$ cat src/rtl/mul_pkg.sv
// Shared types for the 16-bit repeated-addition multiplier.
// State encoding and datapath width used by control and datapath.
package mul_pkg;

  localparam int DATA_W = 16;

  typedef enum logic [2:0] {
    IDLE   = 3'd0,
    LOAD_A = 3'd1,
    LOAD_B = 3'd2,
    MULT   = 3'd3,
    DONE   = 3'd4
  } state_t;

endpackage

$ cat src/rtl/mul_ctrl.sv
// Control FSM for the repeated-addition multiplier.
// Loads A then B over a shared bus, iterates P += A until B is zero.
module mul_ctrl
  import mul_pkg::*;
(
  input  logic clk,
  input  logic rst_n,
  input  logic start,
  input  logic abort,
  input  logic op_valid,
  output logic op_ready,
  input  logic eqz,
  output logic LdA,
  output logic LdB,
  output logic LdP,
  output logic clrP,
  output logic decB,
  output logic busy,
  output logic res_valid,
  input  logic res_ready
);

  state_t state;
  state_t nxt;

  // State register; reset drops straight back to IDLE.
  always_ff @(posedge clk or negedge rst_n) begin
    if (!rst_n) begin
      state <= IDLE;
    end else begin
      state <= nxt;
    end
  end

  // Next state and strobes; operand loads follow op_valid in the same cycle.
  always_comb begin
    nxt       = state;
    op_ready  = 1'b0;
    LdA       = 1'b0;
    LdB       = 1'b0;
    LdP       = 1'b0;
    clrP      = 1'b0;
    decB      = 1'b0;
    busy      = 1'b1;
    res_valid = 1'b0;
    unique case (state)
      IDLE: begin
        busy = 1'b0;
        if (start) begin
          nxt = LOAD_A;
        end
      end
      LOAD_A: begin
        if (abort) begin
          nxt  = IDLE;
          clrP = 1'b1;
        end else begin
          op_ready = 1'b1;
          LdA      = op_valid;
          if (op_valid) begin
            nxt = LOAD_B;
          end
        end
      end
      LOAD_B: begin
        if (abort) begin
          nxt  = IDLE;
          clrP = 1'b1;
        end else begin
          op_ready = 1'b1;
          LdB      = op_valid;
          clrP     = op_valid;
          if (op_valid) begin
            nxt = MULT;
          end
        end
      end
      MULT: begin
        if (abort) begin
          nxt  = IDLE;
          clrP = 1'b1;
        end else if (eqz) begin
          nxt = DONE;
        end else begin
          LdP  = 1'b1;
          decB = 1'b1;
        end
      end
      DONE: begin
        res_valid = 1'b1;
        if (abort) begin
          nxt  = IDLE;
          clrP = 1'b1;
        end else if (res_ready) begin
          nxt = IDLE;
        end
      end
      default: begin
        nxt  = IDLE;
        busy = 1'b0;
      end
    endcase
  end

endmodule

$ cat config.mk
export PLATFORM = sky130hd
export DESIGN_NAME = mul_ctrl
export DESIGN_NICKNAME = d
export VERILOG_FILES = /design/src/rtl/mul_pkg.sv /design/src/rtl/mul_ctrl.sv
export SDC_FILE = /design/constraint.sdc
export NUM_CORES = 1
export LEC_CHECK = 0
export BUFFER_PORTS_ARGS = -buffer_cell sky130_fd_sc_hd__buf_4
export CORE_AREA = 3 3 40 42
export DETAILED_ROUTE_END_ITERATION = 8
export DIE_AREA = 0 0 43 45
export SLEW_MARGIN = 10
export SYNTH_ARGS = -nofsm -noshare
export SYNTH_HDL_FRONTEND = slang
export SYNTH_SLANG_ARGS = --single-unit
$ cat constraint.sdc
create_clock -name clk -period 3.5 [get_ports clk]
set_clock_uncertainty 0.2 [all_clocks]
set_input_delay 1.05 -clock clk [delete_from_list [all_inputs] [get_ports clk]]
set_output_delay 1.05 -clock clk [all_outputs]
set_load 0.1 [all_outputs]
* Yosys cells after proc, flatten, opt, wreduce, memory -nomap -nowiden
Cells that the tools add are included.
** Storage, ports and cells
- Word-level logic and storage cells :: 38
- Bits of input ports :: 7
- Bits in registers :: 3
- Output and inout bits :: 8
** Operators by class
- Muxes and demuxes :: 23
- Eq/ne operators :: 9
- Reductions and logical operators :: 5
** Operators with widths (number)
- $mux 3 :: 9
- $pmux 3 s5 :: 1
- $mux 1 :: 12
- $ne 3x3->1 const B :: 4
- $eq 3x2->1 const B :: 2
- $reduce_and 5->1 :: 1
- $reduce_or 4->1 :: 1
- $eq 3x1->1 const B :: 1
- $eq 3x3->1 const B :: 1
- $logic_not 3->1 :: 1
- $reduce_or 3->1 :: 1
- $ne 2x2->1 const B :: 1
- $pmux 1 s2 :: 1
- $reduce_or 2->1 :: 1

* Depth between registers and ports, before layout
Gate-level depths: netlist of run 1.
- Depth in word-level cells :: 3
- Mapped depth :: 5
- Mapped depth without buffers :: 3

* Worst setup path before layout of run 1
OpenSTA, ideal clock, no wires.
- Kind :: input-to-output
- Start point :: input port abort
- End point :: output port decB
- Cell stages on the path :: 5
- Data arrival time :: 4.210 ns
- Path buffers :: 2
- Required time :: 2.250 ns
- Setup slack :: -1.960 ns
- Cell sequence :: buf_6 -> nor2_1 -> nand2_1 -> nor3b_1 -> buf_4
** Between the ends
- Word-level cells in the longest chain between the ends :: 2
** RTL lines
- from (decl) :: line mul_ctrl.sv:9 : input logic abort,
- $mux 1 (2 in series)
- to (decl) :: line mul_ctrl.sv:17 : output logic decB,
No other way between the ends.

* Worst setup path in the final report of run 1
- Start point :: input port abort
- End point :: output port LdP
** Between the ends
- Word-level cells in the longest chain between the ends :: 2
** RTL lines
- $mux 1 :: line mul_ctrl.sv:79 : if (abort) begin
- $mux 1 :: line mul_ctrl.sv:46 : unique case (state)
- to (decl) :: line mul_ctrl.sv:15 : output logic LdP,
No other way between the ends.

==> impl_metrics.toml, run 1 <==
[route]
routed_length_per_instance_um = 10.9
route.detailed.vias_per_inst = 4.72
detail_route.drc_violations = 0
route.vias.total = 316
detail_route.iter0.violations = 1
wl_um = 728
drt_first_pass_iters = 2
drt.antenna.violating_nets = 0

[clock_network]
cts_root_buf = "clkbuf_4"
post_cts_resized = 0
cts-htree-levels = 1
postCtsSetupRepairBufs = 0
clockBufferDepth = 2
cts_tree = "built"
cts.sinks = 3
ctsHoldBuffers = 0
cts_made_buffers = 3
clk_latency_ps = 230
clk_pin_slew_worst_paths_ps = 40

[power_and_ir_drop]
power.static_leakage_nw = 0.208
power.total_w = 0.000416
p_int_w = 0.000161
power_frac_comb_pct = 68.0
seq_power_share_pct = 17.4
power.density_cell_area_mw_per_mm2 = 899
p_sw_share_pct = 61.2
power_switching_w = 0.000255
irDropWorstVdd_uv = 358
clock_power_share_pct = 14.6

[final_layout]
diode_insertion_count_for_antenna_repair = 0
final_nets = 60
largest_register_ff_count = 3
layout-area-overhead-vs-synth_pct = 49.2
largest_registers = "state x3"
top_register = "state"
layout-drive-gt1-share_pct = 50.0
postLayoutCoreUtil_pct = 36.0

[critical_path]
worst_setup_path_start_kind = "input port"
crit_path_top_delay_cell = "buf_4"
cp_num_buf_inv = 2
critical_path_class = "input port to output port"
timing.critical_path.fanout_max = 9
critical_path.endpoint_type = "output port"
reg2reg_depth = 3
worst_ep_arrival_time_ps = 1920
r2r-end = "state[0]$_DFFE_PN0P_"
critPathTopFamily = "buffers and inverters"
critical_path.most_common_cell = "buf_4"
worst_ep_required_time_ps = 2250
critical_path.reg2reg.startpoint = "state[2]$_DFFE_PN0P_"
max_stage_delay_ps = 310
worst-r2r-setup-slack_ps = 2010
crit_chain = "buf_4, nor2_4, nand2_2, nor3b_4, buf_4"

[worst_hold_path]
worstHoldPathType = "input port to asynchronous set/reset pin"

[sta]
rsz0062_at_grt = "false"
fin_crit_sh_pct = 90.7
report.final.setup_viol = 0
worst_pin_slew_ps = 502
peak_clock_frequency_supported_by_timing_mhz = 315
timing.final.max_slew_violations = 0
final_period_minus_worst_setup_slack_ps = 3170
number_of_endpoints_with_negative_hold_slack_in_the_final_report = 0
max_slew_margin_pct = 66.5

[synth]
ys_warn_count = 0
synthDominantAreaCellType = "dfrtp_1"
synth.yosys.seq_area_share_pct = 24.2
average_footprint_of_a_synthesized_cell_um2 = 7.96
number_of_distinct_library_cell_variants_in_the_gate_level_netlist_after_synthesis = 26
synth.top_cells.by_area = "dfrtp_1, buf_6, a21oi_1"
synth.cell_area_um2 = 310
netlist.area_leader.share_pct = 24.2
postSynthRegisterBits = 3
postSynthCellCount = 39
postSynthNetCount = 46

[global_route]
groute.usage.overall_pct = 8.17
first_global_vias = 261
initial_antenna_violation_count = 0
grt_start_max_net_pins = 13
globalRoute.totalOverflow = 0
grt_first_pass_wirelength_um = 1130

[die]
placement_rows = 13
core_area_mm2 = 0.00128
die_width_um = 43
die_area_mm2 = 0.00194
start_util_pct = 24.1
die_height_um = 45
num_ports = 15

[placement]
detailed_place_hpwl_um = 523
globalplace.congestion = 0.696
numPortBuffers = 14

[run_status]
outcome = "finished clean"

[job]
max_cap_viol_count = 0
## layer usage
| metal | global-route usage, % | vias up | share of wire (%) |
|---|---|---|---|
| met3 | 4.78 | 0 | 10 |
| li1 | - | 163 | - |
| met1 | 10.6 | 141 | 44 |
| met4 | 3.61 | 0 | 0 |
| met2 | 10.8 | 12 | 45 |
| met5 | 0 | - | 0 |
## synth_stat cells
cell	count
a21oi_1	4
dfrtp_1	3
nor2_1	3
buf_2	2
buf_6	2
nand2_1	2
nand3_1	2
nor3_1	2
xnor2_1	2
a21boi_2	1
and2_1	1
and2b_2	1
and3b_1	1
and4_1	1
buf_4	1
inv_1	1
nand2b_1	1
nand3b_1	1
nand4b_1	1
nor2_2	1
nor2b_1	1
nor3b_1	1
nor4_1	1
o21ai_0	1
o311a_1	1
o31ai_1	1
## final cells by class
| cell class | count | area (um2) |
|---|---|---|
| fill | 148 | 822 |
| timing repair buffer | 14 | 105 |
| sequential | 3 | 75.1 |
| tap | 15 | 18.8 |
| multi-input combinational | 30 | 234 |
| clock buffer | 4 | 26.3 |
| inverter | 1 | 3.75 |
## cells by family after synthesis
logic type | count (synthesis) | share of synthesized area [%]
xor gates and xnor gates | 2 | 5.65
buffers and inverters | 6 | 14.1
and+or+nand+nor | 20 | 38.7
AOI/OAI and AO/OA | 8 | 17.3
DFF | 3 | 24.2
## placed cells by master (no fill, tap or decap), types with 2 or more instances in the layout
| master | n |
|---|---|
| xnor2_1 | 2 |
| nand3_1 | 2 |
| dfrtp_1 | 3 |
| nor2_2 | 2 |
| clkbuf_4 | 3 |
| a21oi_1 | 4 |
| buf_4 | 14 |
## stage by stage
step	setup TNS, ps	instance area (um2)	cells	setup WS (ps)	hold slack (ps)
after floorplan	-435	357	39	-307	431
after global placement	0	437	63	334	554
after detailed placement	0	437	63	320	548
after CTS	0	463	67	317	388
after global routing	0	463	67	271	390
final	0	463	67	325	396
## power by group through the flow
| stage | logic [W] | registers, W | clock network (W) |
|---|---|---|---|
| 2_1_floorplan | 0.000274 | 0.0000489 | 0 |
| 3_3_place_gp | 0.000283 | 0.0000731 | 0 |
| 3_5_place_dp | 0.000285 | 0.0000726 | 0 |
| 4_1_cts | 0.000286 | 0.0000721 | 0.0000645 |
| 5_1_grt | 0.000298 | 0.0000759 | 0.0000664 |
| 6_report | 0.000283 | 0.0000724 | 0.0000607 |
## how the worst max path moves through the flow
stage / depth (start not counted) / to / start / slack (ps)
final: 5 / LdP / abort / 330
after global routing: 5 / LdP / abort / 270
after CTS: 5 / LdP / abort / 320
after detailed placement: 5 / LdP / abort / 320
after global placement: 5 / decB / abort / 330
after floorplan: 5 / decB / abort / -310
Note: power is estimated with default switching activity, not from simulation.
==> inputs of run 2 (changes only) <==
clock period = 3.53 ns   (was 3.5 ns; I/O delays follow)
==> impl_metrics.toml, run 2 (same netlist as run 1, synthesis figures left out) <==
[clock_network]
post_cts_resized = 0
cts-htree-levels = 1
cts_tree = "built"
clockBufferDepth = 2
clk_latency_ps = 230
cts_made_buffers = 3
ctsHoldBuffers = 0
cts.sinks = 3
clk_pin_slew_worst_paths_ps = 40
cts_root_buf = "clkbuf_4"
postCtsSetupRepairBufs = 0

[die]
die_width_um = 43
placement_rows = 13
start_util_pct = 24.1
core_area_mm2 = 0.00128
num_ports = 15
die_area_mm2 = 0.00194
die_height_um = 45

[final_layout]
mostFrequentLayoutCells = "buf_4, a21oi_1, nor2_2, clkbuf_4, dfrtp_1"
postLayoutCoreUtil_pct = 35.0
final_nets = 60
diode_insertion_count_for_antenna_repair = 0
n_fill_cell = 144
layout-drive-gt1-share_pct = 50.0
top_register = "state"
largest_registers = "state x3"
layout-area-overhead-vs-synth_pct = 44.8
design_area_um2 = 449
largest_register_ff_count = 3
mostFrequentLayoutCell = "buf_4"

[power_and_ir_drop]
irDropWorstVdd_uv = 446
power.density_cell_area_mw_per_mm2 = 904
power.static_leakage_nw = 0.205

[job]
max_cap_viol_count = 0

[route]
detail_route.drc_violations = 0
drt_first_pass_iters = 4
drt.antenna.violating_nets = 0
routed_length_per_instance_um = 10.5
route.detailed.vias_per_inst = 4.58
route.vias.total = 307
wl_um = 703
detail_route.iter0.violations = 6

[sta]
report.final.setup_viol = 0
worst_pin_slew_ps = 421
peak_clock_frequency_supported_by_timing_mhz = 310
rsz0062_at_grt = "false"
timing.final.max_slew_violations = 0
number_of_endpoints_with_negative_hold_slack_in_the_final_report = 0
max_slew_margin_pct = 71.9
fin_worst_hold_slack_ps = 404
final_period_minus_worst_setup_slack_ps = 3230
fin_setup_tns_ps = 0
fin_crit_sh_pct = 91.4

[critical_path]
worst_ep_required_time_ps = 2270
critical_path.endpoint_type = "output port"
max_stage_delay_ps = 310
critical_path_class = "input port to output port"
r2r-end = "state[0]$_DFFE_PN0P_"
crit_path_top_delay_cell = "buf_4"
reg2reg_depth = 3
critPathTopFamily = "buffers and inverters"
critical_path.most_common_cell = "buf_4"
worst_ep_arrival_time_ps = 1970
crit_chain = "buf_4, nor2_2, nand2_2, nor3b_4, buf_4"
critical_path.reg2reg.startpoint = "state[2]$_DFFE_PN0P_"
timing.critical_path.fanout_max = 9
worst-r2r-setup-slack_ps = 2070
worst_setup_path_start_kind = "input port"
cp_num_buf_inv = 2

[worst_hold_path]
worstHoldPathType = "input port to asynchronous set/reset pin"

[global_route]
grt_start_max_net_pins = 13
first_global_vias = 283
globalRoute.totalOverflow = 0
grt_first_pass_wirelength_um = 1170
initial_antenna_violation_count = 0
groute.usage.overall_pct = 8.34

[placement]
dpl_cell_area_um2 = 423
detailed_place_hpwl_um = 487
numPortBuffers = 14
globalplace.congestion = 0.645

[run_status]
outcome = "finished clean"
run 2: changes by cell type in the layout (fill, tap and decap cells not counted):
cell     change
nor2_2       +1
o31ai_4      -1
o31ai_2      +1
nor2_4       -1
run 2: report_power, final:
| group | total, W | internal, W | switching [W] |
|---|---|---|---|
| clock | 0.0000612 | 0.0000424 | 0.0000187 |
| sequential | 0.0000716 | 0.0000430 | 0.0000286 |
| combinational | 0.000273 | 0.0000708 | 0.000203 |
run 2: area by class of cell:
| type | instances | area [um2] | share of cell area (%) |
|---|---|---|---|
| Timing Repair Buffer | 14 | 105 | 23.4 |
| Inverter | 1 | 3.75 | 0.836 |
| Clock buffer | 4 | 26.3 | 5.85 |
| Tap cell | 15 | 18.8 | 4.18 |
| Sequential cell | 3 | 75.1 | 16.7 |
| Multi-Input combinational cell | 30 | 220 | 49.0 |
run 2: worst max-delay path by stage:
stage | cells past startpoint | slack [ps] | end | start
after floorplan | 5 | -330 | decB | abort
after global placement | 5 | 310 | decB | abort
after detailed placement | 5 | 300 | LdP | abort
after CTS | 5 | 300 | LdP | abort
after global routing | 5 | 210 | LdP | abort
final | 5 | 300 | LdP | abort
run 2: stage by stage:
step                      instances  total power, W  setup WS, ps
after detailed placement         63        0.000346           301
after global routing             67        0.000430           205
final                            67        0.000406           303
after floorplan                  39        0.000312          -329
after global placement           63        0.000346           312
after CTS                        67        0.000412           301
run 2: worst reg2reg max path, cell delays in order (launching register included):
cell and delay, ps:
dfrtp_1 520, o311a_1 390, a21oi_1 110, a21boi_2 170
run 2: layer usage:
layer	vias up	routed length, um	track usage [%]
li1	162	-	-
met1	135	350	10.9
met2	10	292	10.8
met3	0	61	2.79
met4	0	0	7.23
met5	-	0	0
==> inputs of run 3 (changes only) <==
PLACE_DENSITY = 0.58   (was unset)
==> impl_metrics.toml, run 3 (same netlist as run 1, synthesis figures left out) <==
[sta]
fin_worst_hold_slack_ps = 408
fin_crit_sh_pct = 91.3
worst_pin_slew_ps = 416
peak_clock_frequency_supported_by_timing_mhz = 310
rsz0062_at_grt = "false"
final_period_minus_worst_setup_slack_ps = 3220
timing.final.max_slew_violations = 0
report.final.setup_viol = 0
max_slew_margin_pct = 72.3
number_of_endpoints_with_negative_hold_slack_in_the_final_report = 0

[global_route]
grt_first_pass_wirelength_um = 1100
groute.usage.overall_pct = 7.68
first_global_vias = 257
gr-usage-met3_pct = 1.20
initial_antenna_violation_count = 0
grt_start_max_net_pins = 13
groute.layer.met2.usage_pct = 10.5
gr-usage-met1_pct = 10.9
globalRoute.totalOverflow = 0
grt_busiest_layer = "met1"

[die]
die_width_um = 43
placement_rows = 13
die_area_mm2 = 0.00194
start_util_pct = 24.1
core_area_mm2 = 0.00128
num_ports = 15
die_height_um = 45

[critical_path]
critPathTopFamily = "buffers and inverters"
critical_path.endpoint_type = "output port"
critical_path_class = "input port to output port"
worst_ep_arrival_time_ps = 1960
worst_ep_required_time_ps = 2270
worst_setup_path_start_kind = "input port"
cp_num_buf_inv = 2
timing.critical_path.fanout_max = 9
crit_path_top_delay_cell = "buf_4"
critical_path.most_common_cell = "buf_4"
crit_chain = "buf_4, nor2_2, nand2_2, nor3b_4, buf_4"
max_stage_delay_ps = 320

[clock_network]
clk_latency_ps = 230
ctsHoldBuffers = 0
postCtsSetupRepairBufs = 0
cts-htree-levels = 1
post_cts_resized = 0
clockBufferDepth = 2
clk_pin_slew_worst_paths_ps = 40
cts.sinks = 3
cts_root_buf = "clkbuf_4"
cts_made_buffers = 3
cts_tree = "built"

[final_layout]
layout-drive-gt1-share_pct = 50.0
largest_register_ff_count = 3
layout-area-overhead-vs-synth_pct = 44.8
largest_registers = "state x3"
diode_insertion_count_for_antenna_repair = 0
mostFrequentLayoutCells = "buf_4, a21oi_1, nor2_2, clkbuf_4, dfrtp_1"
postLayoutCoreUtil_pct = 35.0
top_register = "state"
design_area_um2 = 449
mostFrequentLayoutCell = "buf_4"
n_fill_cell = 132
final_nets = 60

[placement]
dpl_cell_area_um2 = 423
numPortBuffers = 14
detailed_place_hpwl_um = 498
globalplace.congestion = 0.646

[power_and_ir_drop]
power.static_leakage_nw = 0.205
power.density_cell_area_mw_per_mm2 = 897
irDropWorstVdd_uv = 418
power.total_w = 0.000403

[route]
routed_length_per_instance_um = 10.1
drt.antenna.violating_nets = 0
route.detailed.vias_per_inst = 4.63
detail_route.iter0.violations = 6
wl_um = 675
detail_route.drc_violations = 0
drt_first_pass_iters = 4
route.vias.total = 310

[run_status]
outcome = "finished clean"

[worst_hold_path]
worstHoldPathType = "input port to asynchronous set/reset pin"

[job]
max_cap_viol_count = 0
## run 3: cell counts in the layout (fill, tap and decap cells not counted)
Identical to the previous run, type by type.
## run 3: layout make-up
type	instances	area [um2]	share of cell area, %
Multi-Input combinational cell	30	220	49.0
Sequential cell	3	75.1	16.7
Timing Repair Buffer	14	105	23.4
Tap cell	15	18.8	4.18
Inverter	1	3.75	0.836
Clock buffer	4	26.3	5.85
## run 3: power by group
group	total [W]	internal, W	switching, W
Clock	0.0000590	0.0000423	0.0000168
Sequential	0.0000715	0.0000430	0.0000285
Combinational	0.000272	0.0000708	0.000201
## run 3: through the flow
stage / setup WS, ps / instances / setup TNS, ps
after floorplan: -329 / 39 / -745
after global placement: 301 / 63 / 0
after detailed placement: 300 / 63 / 0
after CTS: 299 / 67 / 0
after global routing: 259 / 67 / 0
final: 307 / 67 / 0
## run 3: final timing paths
check	startpoint	to	slack, ps	cells past startpoint
worst max-delay path	abort	decB	310	5
worst min-delay path	rst_n	state[2]$_DFFE_PN0P_	410	1
worst max register to register	state[2]$_DFFE_PN0P_	state[0]$_DFFE_PN0P_	2080	3
worst min register to register	state[2]$_DFFE_PN0P_	state[1]$_DFFE_PN0P_	550	1
max in group asynchronous	rst_n	state[1]$_DFFE_PN0P_	2630	1
min in group clk	state[2]$_DFFE_PN0P_	state[1]$_DFFE_PN0P_	550	1
## run 3: routing by layer
layer	vias up	part of all wire, %
met1	141	47
li1	162	-
met4	0	0
met3	0	6.4
met5	-	0
met2	7	46
